--- config.mk ---
export PLATFORM = sky130hd
export DESIGN_NAME = priority_encoder_pipe
export DESIGN_NICKNAME = d
export VERILOG_FILES = /design/src/rtl/priority_encoder_pipe.sv
export SDC_FILE = /design/constraint.sdc
export NUM_CORES = 1
export LEC_CHECK = 0
export ABC_AREA = 1
export ABC_CLOCK_PERIOD_IN_PS = 1150
export CORE_AREA = 2 2 39 41
export DETAILED_ROUTE_END_ITERATION = 16
export DIE_AREA = 0 0 41 43
export GPL_TIMING_DRIVEN = 0
export PLACE_DENSITY = 0.55
export SETUP_SLACK_MARGIN = 0.05
export SLEW_MARGIN = 10
export SYNTH_ARGS = -nofsm -noshare
export SYNTH_HDL_FRONTEND = slang
export SYNTH_SLANG_ARGS = --single-unit
--- constraint.sdc ---
create_clock -name clk -period 1.15 [get_ports clk]
set_input_delay 0.23 -clock clk [delete_from_list [all_inputs] [get_ports clk]]
set_output_delay 0.23 -clock clk [all_outputs]
set_load 0.02 [all_outputs]
--- src/rtl/priority_encoder_pipe.sv ---
// Purpose: priority encoder with one registered result stage; MSB-wins, or round-robin when PRIORITY_ENCODER_RR_EN is defined.
// Latency: 1 cycle from accept to out_valid; sustains one result per cycle.
// Backpressure: in_ready = !out_valid || out_ready; a held result stays stable until consumed.
module priority_encoder_pipe #(
  parameter int WIDTH = 8,
  parameter int IDX_W = 3
) (
  input  logic             clk,
  input  logic             rst_n,
  input  logic [WIDTH-1:0] req,
  input  logic             in_valid,
  output logic             in_ready,
  output logic [IDX_W-1:0] out_idx,
  output logic             out_any,
  output logic             out_valid,
  input  logic             out_ready
);

  // Reject configurations where the index width cannot address every request line.
  if (IDX_W != $clog2(WIDTH) || WIDTH < 2 || WIDTH > 64) begin : g_bad_cfg
    $error("priority_encoder_pipe: IDX_W must equal log2(WIDTH), WIDTH in 2..64");
  end

  typedef enum logic {
    EMPTY = 1'b0,
    FULL  = 1'b1
  } state_t;

  state_t           state;
  logic [IDX_W-1:0] win_idx;
  logic             win_any;
  logic             accept;

  assign in_ready  = (state == EMPTY) || out_ready;
  assign out_valid = (state == FULL);
  assign accept    = in_valid && in_ready;
  assign win_any   = |req;

`ifdef PRIORITY_ENCODER_RR_EN
  // Round-robin pointer: index where the next search begins (descending).
  logic [IDX_W-1:0] ptr;
  logic [IDX_W-1:0] cand;
  logic             found;

  // Walk downward from ptr with natural wrap; first set bit wins.
  always_comb begin
    win_idx = '0;
    cand    = '0;
    found   = 1'b0;
    for (int k = 0; k < WIDTH; k++) begin
      cand = ptr - IDX_W'(k);
      if (!found && req[cand]) begin
        win_idx = cand;
        found   = 1'b1;
      end
    end
  end

  // Move the pointer just below the winner so the winner gets lowest priority next time.
  always_ff @(posedge clk or negedge rst_n) begin
    if (!rst_n) begin
      ptr <= IDX_W'(WIDTH - 1);
    end else if (accept && win_any) begin
      ptr <= win_idx - IDX_W'(1);
    end
  end
`else
  // Fixed priority: later (higher) set bits overwrite earlier ones, so the MSB wins.
  always_comb begin
    win_idx = '0;
    for (int i = 0; i < WIDTH; i++) begin
      if (req[i]) begin
        win_idx = IDX_W'(i);
      end
    end
  end
`endif

  // Output stage: EMPTY/FULL state plus the result register; holds while stalled.
  always_ff @(posedge clk or negedge rst_n) begin
    if (!rst_n) begin
      state   <= EMPTY;
      out_idx <= '0;
      out_any <= 1'b0;
    end else begin
      case (state)
        EMPTY: begin
          if (in_valid) begin
            out_idx <= win_idx;
            out_any <= win_any;
            state   <= FULL;
          end
        end
        FULL: begin
          if (out_ready) begin
            if (in_valid) begin
              out_idx <= win_idx;
              out_any <= win_any;
            end else begin
              state <= EMPTY;
            end
          end
        end
        default: state <= EMPTY;
      endcase
    end
  end

endmodule
Word level (Yosys, flattened, before mapping)

Index checks and enable logic that the tools add are counted.

Equal/unequal tests: 1
Muxes and demuxes: 16
Bitwise operators: 1
Reductions and logical operators: 2

Operator list:

| operator                                     | count |
|---|---|
| 2-to-1 mux 3 bit                             | 6 |
| OR reduction 8 bit                           | 1 |
| case mux 3 bit (2 select lines)              | 1 |
| 2-to-1 mux 1 bit                             | 5 |
| 2-to-1 mux 2 bit                             | 2 |
| case mux 1 bit (2 select lines)              | 2 |
| inequality test 2 bit, second input constant | 1 |
| logical OR 1 bit                             | 1 |
| inverter 1 bit                               | 1 |

Register bits: 5
Input bits: 12
Output and inout bits: 6
Logic and storage cells: 23

Longest topological paths before layout

Gate-level depths: netlist (run 1).

Depth in word-level cells: 10
Mapped depth: 7
Gate-level depth less buffers: 7

Worst setup path after synthesis (run 1)

OpenSTA, ideal clock, no wires.

Kind: reg-to-reg
From: register state, in the netlist out_valid
To: register out_idx[2]
Library setup time: 0.082 ns
Arrival: 0.897 ns
Required time: 1.068 ns
Slack: 0.171 ns
Cell stages (with the launch flop): 6
Buffers on the path: 0
Clock period less this slack: 0.979 ns
Cells stage by stage: dfrtp_1 nand2_4 nand2_4 inv_4 nor2_1 a31oi_1

Cells in the longest elaborated chain, start to end: 2

RTL lines:

| item                            | RTL line | RTL |
|---|---|---|
| start: declaration              | 29       | `state_t state;` |
| start signal: assignment        | 82       | `state <= EMPTY;` |
| start signal: assignment        | 91       | `state <= FULL;` |
| start signal: assignment        | 100      | `state <= EMPTY;` |
| inverter 1 bit                  | n/a      |  |
| case mux 3 bit (2 select lines) | 86       | `case (state)` |
| end signal: assignment          | 89       | `out_idx <= win_idx;` |
| end signal: assignment          | 97       | `out_idx <= win_idx;` |
| end: declaration                | 13       | `output logic [IDX_W-1:0] out_idx,` |

Parallel ways exist; a longest one is shown, timed or not.
A chain may end at the register's enable or synchronous reset.

Final worst setup path (run 1)

From: register state, in the netlist out_valid
To: output port in_ready

Cells in the longest elaborated chain, start to end: 2

RTL lines:

| item             | RTL line | RTL |
|---|---|---|
| inverter 1 bit   | n/a      |  |
| logical OR 1 bit | 34       | `assign in_ready = (state == EMPTY) \|\| out_ready;` |
| end: declaration | 12       | `output logic in_ready,` |

No other way between the ends.

==> flow_summary.rst, run 1 <==
.. list-table::
   :header-rows: 1

   * - Metric
     - Value
   * - Run status
     - complete, no violations
   * - Transition at the pin with the smallest max-transition slack
     - 229 ps
   * - Proportion of power drawn by flip-flops and latches
     - 37.0%
   * - Final Wtd Congestion
     - 0.683
   * - Post-synthesis area per instance
     - 7.37 um^2
   * - Worst path bufs/invs
     - 1
   * - Number of inserted filler cells in the final layout
     - 163
   * - Antenna violations before repair
     - 0
   * - Largest net degree at the start of global routing
     - 7
   * - Number of slew-limit violations in the final report
     - 0
   * - Global-route met2 utilization
     - 11.9%
   * - Drt drc
     - 0
   * - Met1 Use GR
     - 7.47%
   * - Maximum Capacitance Violations
     - 0
   * - Count of input and output buffers
     - 17
   * - Largest stage delay on the critical path
     - 400 ps
   * - Via count of the first global-routing pass
     - 237
   * - Mean number of vias per cell
     - 3.92
   * - Clock network latency to the later pin of the worst-skew pair
     - 240 ps
   * - Cell row count
     - 14
   * - Detailed-router iteration count before antenna repair
     - 1
   * - DR vias
     - 294
   * - NetSw
     - 0.153 mW
   * - Part of the total power dissipated in the clock network
     - 36.8%
   * - Share of power burned in combinational logic
     - 26.2%
   * - Met3 global-route usage
     - 3.14%
   * - Number of antenna-violating nets in the routed design
     - 0
   * - Area growth from synthesis to layout
     - 75.2%
   * - Initial cell density of the core
     - 19.7%
   * - Yosys top cell by area
     - sky130_fd_sc_hd__dfrtp_1
   * - Flop2flop setup slack
     - 190 ps
   * - Wirelength, routed
     - 603 um
   * - Highest net fanout along the worst path
     - 2
   * - Area of combinational cells with multiple inputs
     - 118 um^2
   * - Die outline height
     - 43 um
   * - Final Power
     - 0.547 mW
   * - Source of the worst register-to-register timing path
     - out_valid
   * - Worst setup margin
     - 94.1 ps
   * - Sequential cell area in the final layout
     - 125 um^2
   * - Fraction of the yosys area taken by sequential cells
     - 45.9%
   * - Slowest stage cell on the critical path
     - sky130_fd_sc_hd__dfrtp_1
   * - Fin crit share
     - 91.8%
   * - Max IR drop VDD
     - 253 uV
   * - All-Layer GR Usage
     - 7.65%
   * - Overflow after GRT
     - 0
   * - Clock sink count
     - 5
   * - Critical path data arrival time
     - 830 ps
   * - Leakage power
     - 0.241 nW
   * - Internal Dissipation
     - 0.395 mW
   * - Clock slew at reported path FFs
     - 40 ps
   * - Worst EP required
     - 920 ps
   * - Post-detailed-placement half-perimeter wirelength
     - 489 um
   * - Endpoint kind of the worst setup timing path
     - primary output
   * - CP top delay family
     - flip-flops
   * - Global route hottest layer
     - met2
   * - Class of the worst hold path
     - in -> async
   * - Register bit count reported by yosys
     - 5
   * - Worst setup slack before clock tree synthesis
     - -501 ps
   * - Timing-limited maximum frequency
     - 0.947 GHz
   * - Yosys Warn Count
     - 0
   * - Number of antenna cells inserted
     - 0
   * - Overall die width
     - 41 um
   * - Htree depth
     - 1
   * - CTS root buffer
     - sky130_fd_sc_hd__clkbuf_4
   * - Count of mapped cells out of synthesis
     - 37
   * - Power density cells
     - 1140 mW/mm^2
   * - Worst Setup Path Type
     - reg -> out
   * - Clock skew after layout
     - 0.721 ps
   * - Fraction of layout cells with a size suffix above 1
     - 25.4%
   * - RSZ-0062 raised after global routing
     - yes
   * - Routed wire length per instance
     - 8.04 um
   * - Number of nets in the synthesized netlist
     - 49
   * - Setup crit start
     - out_valid
   * - Final nets
     - 72
   * - Violation count after the first detailed-routing iteration
     - 0
   * - Relative max-transition margin
     - 84.7%
   * - Proportion of total power due to net switching
     - 27.9%
   * - Bufs on Longest Clock Path
     - 2
   * - Final hold violation count
     - 0
   * - Period minus WS final
     - 1060 ps
   * - I/O pin count
     - 18
   * - Post-cts hold buffer count
     - 0
   * - Crit-path cells
     - nand2_4 > buf_6
   * - Die footprint
     - 0.00176 mm^2
   * - Final setup violation count
     - 0
   * - Number of CTS-inserted buffers
     - 3
   * - Netlist area before placement
     - 273 um^2
   * - Global-route wire length before repair
     - 883 um
   * - Kind of start point of the critical path
     - flip-flop
   * - Fraction of post-synthesis cell area in the top cell type by area
     - 45.9%
   * - Count of different cell masters after synthesis
     - 11
   * - CTS tree
     - yes
   * - Ranking of synthesized cells by area
     - sky130_fd_sc_hd__dfrtp_1, sky130_fd_sc_hd__nand2_1, sky130_fd_sc_hd__inv_1, sky130_fd_sc_hd__nor2_1, sky130_fd_sc_hd__nand2_4
   * - Placeable core region
     - 0.00138 mm^2
-- final timing paths --
kind / cells past startpoint / to
max in group asynchronous: 1 / out_idx[1]
worst min register to register: 2 / out_any
worst max register to register: 6 / out_idx[1]
worst max-delay path: 2 / in_ready
min in group clk: 5 / out_valid
worst min-delay path: 1 / out_valid
-- cells by family (layout without fill, tap and decap cells) --
kind of cell	after synthesis	in the layout	synth area share, %
AND/OR/NAND/NOR	19	19	32.1
buffers and inverters	8	30	11.9
AO/OA/AOI/OAI	5	5	10.1
flip-flops	5	5	45.9
-- layout by cell type, fill, tap and decap left out --
cell type	Yosys	final
sky130_fd_sc_hd__buf_4	0	1
sky130_fd_sc_hd__inv_4	1	1
sky130_fd_sc_hd__nor2_1	7	6
sky130_fd_sc_hd__buf_2	0	5
sky130_fd_sc_hd__a31oi_1	2	2
sky130_fd_sc_hd__inv_1	7	6
sky130_fd_sc_hd__clkbuf_1	0	1
sky130_fd_sc_hd__clkbuf_4	0	3
sky130_fd_sc_hd__nor2_2	0	1
sky130_fd_sc_hd__nand2_1	9	9
sky130_fd_sc_hd__o21ai_1	1	1
sky130_fd_sc_hd__nand3_1	1	1
sky130_fd_sc_hd__inv_2	0	1
sky130_fd_sc_hd__buf_6	0	1
sky130_fd_sc_hd__dlymetal6s2s_1	0	1
sky130_fd_sc_hd__a21oi_1	1	1
sky130_fd_sc_hd__nand2_4	2	2
sky130_fd_sc_hd__dfrtp_1	5	5
sky130_fd_sc_hd__clkdlybuf4s50_1	0	10
sky130_fd_sc_hd__o21ai_0	1	1
-- flip-flops by register name, summed over array words and instances, names as in the netlist --
signal,count
out_valid,1
out_idx,3
out_any,1
-- power by group through the flow --
stage          logic (mW)  clock network, mW  registers [mW]
3_5_place_dp        0.156                  0           0.206
6_report            0.143              0.202           0.202
5_1_grt             0.159              0.226           0.204
3_3_place_gp        0.155                  0           0.206
2_1_floorplan      0.0454                  0           0.227
4_1_cts             0.145              0.214           0.203
-- timing repair --
item / 4_1_cts / 5_1_grt
setup endpoints to repair: 6 / 3
buffers inserted: 1 / 0
gates resized for setup: 26 / 3
gates cloned: 0 / 0
-- Yosys cell counts --
master	n
sky130_fd_sc_hd__nand2_1	9
sky130_fd_sc_hd__inv_1	7
sky130_fd_sc_hd__nor2_1	7
sky130_fd_sc_hd__dfrtp_1	5
sky130_fd_sc_hd__a31oi_1	2
sky130_fd_sc_hd__nand2_4	2
sky130_fd_sc_hd__a21oi_1	1
sky130_fd_sc_hd__inv_4	1
sky130_fd_sc_hd__nand3_1	1
sky130_fd_sc_hd__o21ai_0	1
sky130_fd_sc_hd__o21ai_1	1
-- stage by stage --
stage	cell area, um^2	setup TNS [ps]	hold WS, ps	cells	util (%)
2_1_floorplan	273	0	-65.6	37	-
3_3_place_gp	463	-809	466	70	33.5
3_5_place_dp	463	-862	469	70	33.5
4_1_cts	473	0	213	75	34.2
5_1_grt	478	0	217	75	34.5
6_report	478	0	212	75	34.5
-- final cells by class --
cell class                 instances  area share, %
clock buffer                       4           5.50
timing repair buffer              18           32.7
multi-input combinational         24           24.6
inverter                           8           6.81
tap                               16           4.19
sequential                         5           26.2
-- worst register-to-register path, stage by stage, from the launching register on --
cell and delay (ps):
sky130_fd_sc_hd__dfrtp_1 400, sky130_fd_sc_hd__nand2_4 80, sky130_fd_sc_hd__buf_4 120, sky130_fd_sc_hd__nand2_4 60, sky130_fd_sc_hd__inv_4 70, sky130_fd_sc_hd__nor2_1 40, sky130_fd_sc_hd__a31oi_1 120
-- layer usage --
layer	up-vias	wire length, um
li1	156	-
met2	17	290
met1	121	235
met3	0	77
met4	0	0
met5	-	0
Power figures use the tool's default switching activity.
==> inputs of run 2 (changes only) <==
GPL_TIMING_DRIVEN = unset   (was 0)
==> run 2 against run 1 <==
Critical endpoint unchanged. Utilization rose by 2.2 points. Hold slack got worse by 4.6 ps. Via count rose by 9.9%. Clock skew rose by 1.8 ps. Routed wire length rose by 8.3%. Die area did not move. Combinational power rose by 9.8%. Sequential share of layout area fell by 1.5 points.
==> flow_summary.rst, run 2 (same netlist as run 1, synthesis figures left out) <==
.. list-table::
   :header-rows: 1

   * - Metric
     - Value
   * - Run status
     - complete, no violations (unchanged)
   * - Largest net degree at the start of global routing
     - 7 (unchanged)
   * - Register with the highest flop count
     - out_idx (unchanged)
   * - Clock skew after layout
     - 2.53 ps (was 0.721 ps)
   * - Number of slew-limit violations in the final report
     - 0 (unchanged)
   * - Initial cell density of the core
     - 19.7% (unchanged)
   * - Area of all placed cells without fillers
     - 508 um^2 (was 478 um^2)
   * - Global-route wire length before repair
     - 1.05 mm (was 883 um)
   * - Number of antenna-violating nets in the routed design
     - 0 (unchanged)
   * - Worst path bufs/invs
     - 1 (unchanged)
   * - Sequential cell area in the final layout
     - 125 um^2 (unchanged)
   * - Final nets
     - 76 (was 72)
   * - Crit-path cells
     - nand2_4 > buf_6 (unchanged)
   * - R2R cell count
     - 6 (unchanged)
   * - Worst EP required
     - 920 ps (about the same)
   * - Violation count after the first detailed-routing iteration
     - 0 (unchanged)
   * - Worst hold slack
     - 207 ps (was 212 ps)
   * - Fraction of layout cells with a size suffix above 1
     - 30.2% (was 25.4%)
   * - Capture instance of the worst register-to-register path
     - out_idx[2] (was out_idx[1])
   * - Final non-filler cell total
     - 79 (was 75)
   * - Number of flip-flops in the largest register
     - 3 (unchanged)
   * - Cell row count
     - 14 (unchanged)
   * - Drt drc
     - 0 (unchanged)
   * - Flop2flop setup slack
     - 180 ps (was 190 ps)
   * - Final hold violation count
     - 0 (unchanged)
   * - Fin crit share
     - 92.4% (was 91.8%)
   * - Part of the total power dissipated in the clock network
     - 37.0% (was 36.8%)
   * - Largest stage delay on the critical path
     - 400 ps (about the same)
   * - DR vias
     - 323 (was 294)
   * - Area growth from synthesis to layout
     - 86.2% (was 75.2%)
   * - Leading cell type in the layout, fill and taps excluded
     - sky130_fd_sc_hd__clkdlybuf4s50_1 (unchanged)
   * - Commonest cells after routing, fill and taps aside
     - sky130_fd_sc_hd__clkdlybuf4s50_1, sky130_fd_sc_hd__nand2_1, sky130_fd_sc_hd__inv_1, sky130_fd_sc_hd__nor2_1 (unchanged)
   * - Clock slew at reported path FFs
     - 40 ps (about the same)
   * - Area of combinational cells with multiple inputs
     - 118 um^2 (unchanged)
   * - Slowest stage cell on the critical path
     - sky130_fd_sc_hd__dfrtp_1 (unchanged)
   * - Class of the worst hold path
     - in -> async (unchanged)
   * - Met3 global-route usage
     - 4.71% (was 3.14%)
   * - Transition at the pin with the smallest max-transition slack
     - 241 ps (was 229 ps)
   * - Proportion of total power due to net switching
     - 28.8% (was 27.9%)
   * - Wirelength, routed
     - 653 um (was 603 um)
   * - Max IR drop VDD
     - 341 uV (was 253 uV)
   * - Power density cells
     - 1120 mW/mm^2 (was 1140 mW/mm^2)
   * - Period minus WS final
     - 1060 ps (about the same)
   * - CTS root buffer
     - sky130_fd_sc_hd__clkbuf_4 (unchanged)
   * - Mean number of vias per cell
     - 4.09 (was 3.92)
   * - Relative max-transition margin
     - 83.9% (was 84.7%)
   * - CTS tree
     - yes (unchanged)
   * - Count of input and output buffers
     - 17 (unchanged)
   * - Total placed instance area
     - 500 um^2 (was 463 um^2)
   * - Routed wire length per instance
     - 8.27 um (was 8.04 um)
   * - Proportion of power drawn by flip-flops and latches
     - 35.5% (was 37.0%)
   * - Source of the worst register-to-register timing path
     - out_valid (unchanged)
   * - All-Layer GR Usage
     - 9.57% (was 7.65%)
   * - Overflow after GRT
     - 0 (unchanged)
   * - Placed insts
     - 75 (was 70)
   * - Global route hottest layer
     - met2 (unchanged)
   * - Via count of the first global-routing pass
     - 271 (was 237)
   * - Post-route core utilization
     - 36.7% (was 34.5%)
   * - Clock sink count
     - 5 (unchanged)
   * - Overall die width
     - 41 um (unchanged)
   * - Post-CTS setup buffers
     - 0 (was 1)
   * - Critical path data arrival time
     - 830 ps (about the same)
   * - Die footprint
     - 0.00176 mm^2 (unchanged)
   * - Bufs on Longest Clock Path
     - 2 (unchanged)
   * - I/O pin count
     - 18 (unchanged)
   * - Maximum Capacitance Violations
     - 0 (unchanged)
   * - Antenna violations before repair
     - 0 (unchanged)
   * - Number of CTS-inserted buffers
     - 3 (unchanged)
   * - Highest net fanout along the worst path
     - 2 (unchanged)
   * - Htree depth
     - 1 (unchanged)
   * - Die outline height
     - 43 um (unchanged)
   * - Placeable core region
     - 0.00138 mm^2 (unchanged)
   * - Number of antenna cells inserted
     - 0 (unchanged)
   * - Share of power burned in combinational logic
     - 27.5% (was 26.2%)
   * - CP top delay family
     - flip-flops (unchanged)
   * - Global-route met2 utilization
     - 12.5% (was 11.9%)
   * - Number of inserted filler cells in the final layout
     - 164 (was 163)
   * - Clock network latency to the later pin of the worst-skew pair
     - 250 ps (was 240 ps)
   * - Post-cts hold buffer count
     - 0 (unchanged)
   * - RSZ-0062 raised after global routing
     - no (was yes)
   * - Endpoint kind of the worst setup timing path
     - primary output (unchanged)
   * - Met1 Use GR
     - 10.1% (was 7.47%)
   * - Timing-limited maximum frequency
     - 0.941 GHz (was 0.947 GHz)
   * - Detailed-router iteration count before antenna repair
     - 1 (unchanged)
   * - Final setup violation count
     - 0 (unchanged)
   * - Internal Dissipation
     - 0.406 mW (was 0.395 mW)
   * - NetSw
     - 0.165 mW (was 0.153 mW)
   * - Leakage power
     - 0.260 nW (was 0.241 nW)
   * - Kind of start point of the critical path
     - flip-flop (unchanged)
   * - Post-detailed-placement half-perimeter wirelength
     - 520 um (was 489 um)
   * - Final Power
     - 0.571 mW (was 0.547 mW)
   * - Final Wtd Congestion
     - 0.658 (was 0.683)
   * - Worst Setup Path Type
     - reg -> out (unchanged)
-- run 2: area by class of cell --
type / instances / share of cell area (%)
inverter: 8 / 6.40
tap: 16 / 3.94
sequential: 5 / 24.6
clock buffer: 4 / 5.17
multi-input combinational: 24 / 23.2
timing repair buffer: 22 / 36.7
-- run 2: worst max-delay path by stage --
stage                   start          to  slack, ps  cells past startpoint
floorplan           out_valid  out_idx[2]        170                      5
global placement    out_ready    in_ready       -460                      4
detailed placement  out_ready    in_ready       -460                      4
CTS                 out_ready    in_ready          9                      4
global route        out_valid    in_ready         60                      2
finish              out_valid    in_ready         90                      2
-- run 2: power by group through the flow --
stage	Combinational (mW)	Sequential, mW	Clock [mW]
after floorplan	0.0454	0.227	0
after global placement	0.171	0.205	0
after detailed placement	0.173	0.206	0
after CTS	0.159	0.203	0.215
after global routing	0.173	0.205	0.228
final	0.157	0.203	0.211
-- run 2: worst register-to-register path, stage by stage (launching register included) --
cell,delay [ps]
sky130_fd_sc_hd__dfrtp_1,400
sky130_fd_sc_hd__nand2_4,80
sky130_fd_sc_hd__buf_4,120
sky130_fd_sc_hd__nand2_4,50
sky130_fd_sc_hd__inv_4,70
sky130_fd_sc_hd__nor2_1,40
sky130_fd_sc_hd__a31oi_1,130
-- run 2: timing repair --
item,CTS,global route
endpoints found under the setup margin,6,3
pin swaps,0,0
gates resized for setup,26,3
-- run 2: per-layer routing --
metal / wire, um / up-vias
met4: 35 / 0
met1: 266 / 136
met2: 273 / 18
li1: - / 164
met3: 78 / 5
met5: 0 / -
-- run 2: per-stage QoR --
stage	setup WS, ps	TNS (ps)
floorplan	171	0
detailed placement	-462	-1070
CTS	8.86	0
global placement	-457	-999
finish	87.1	0
global route	60.1	0
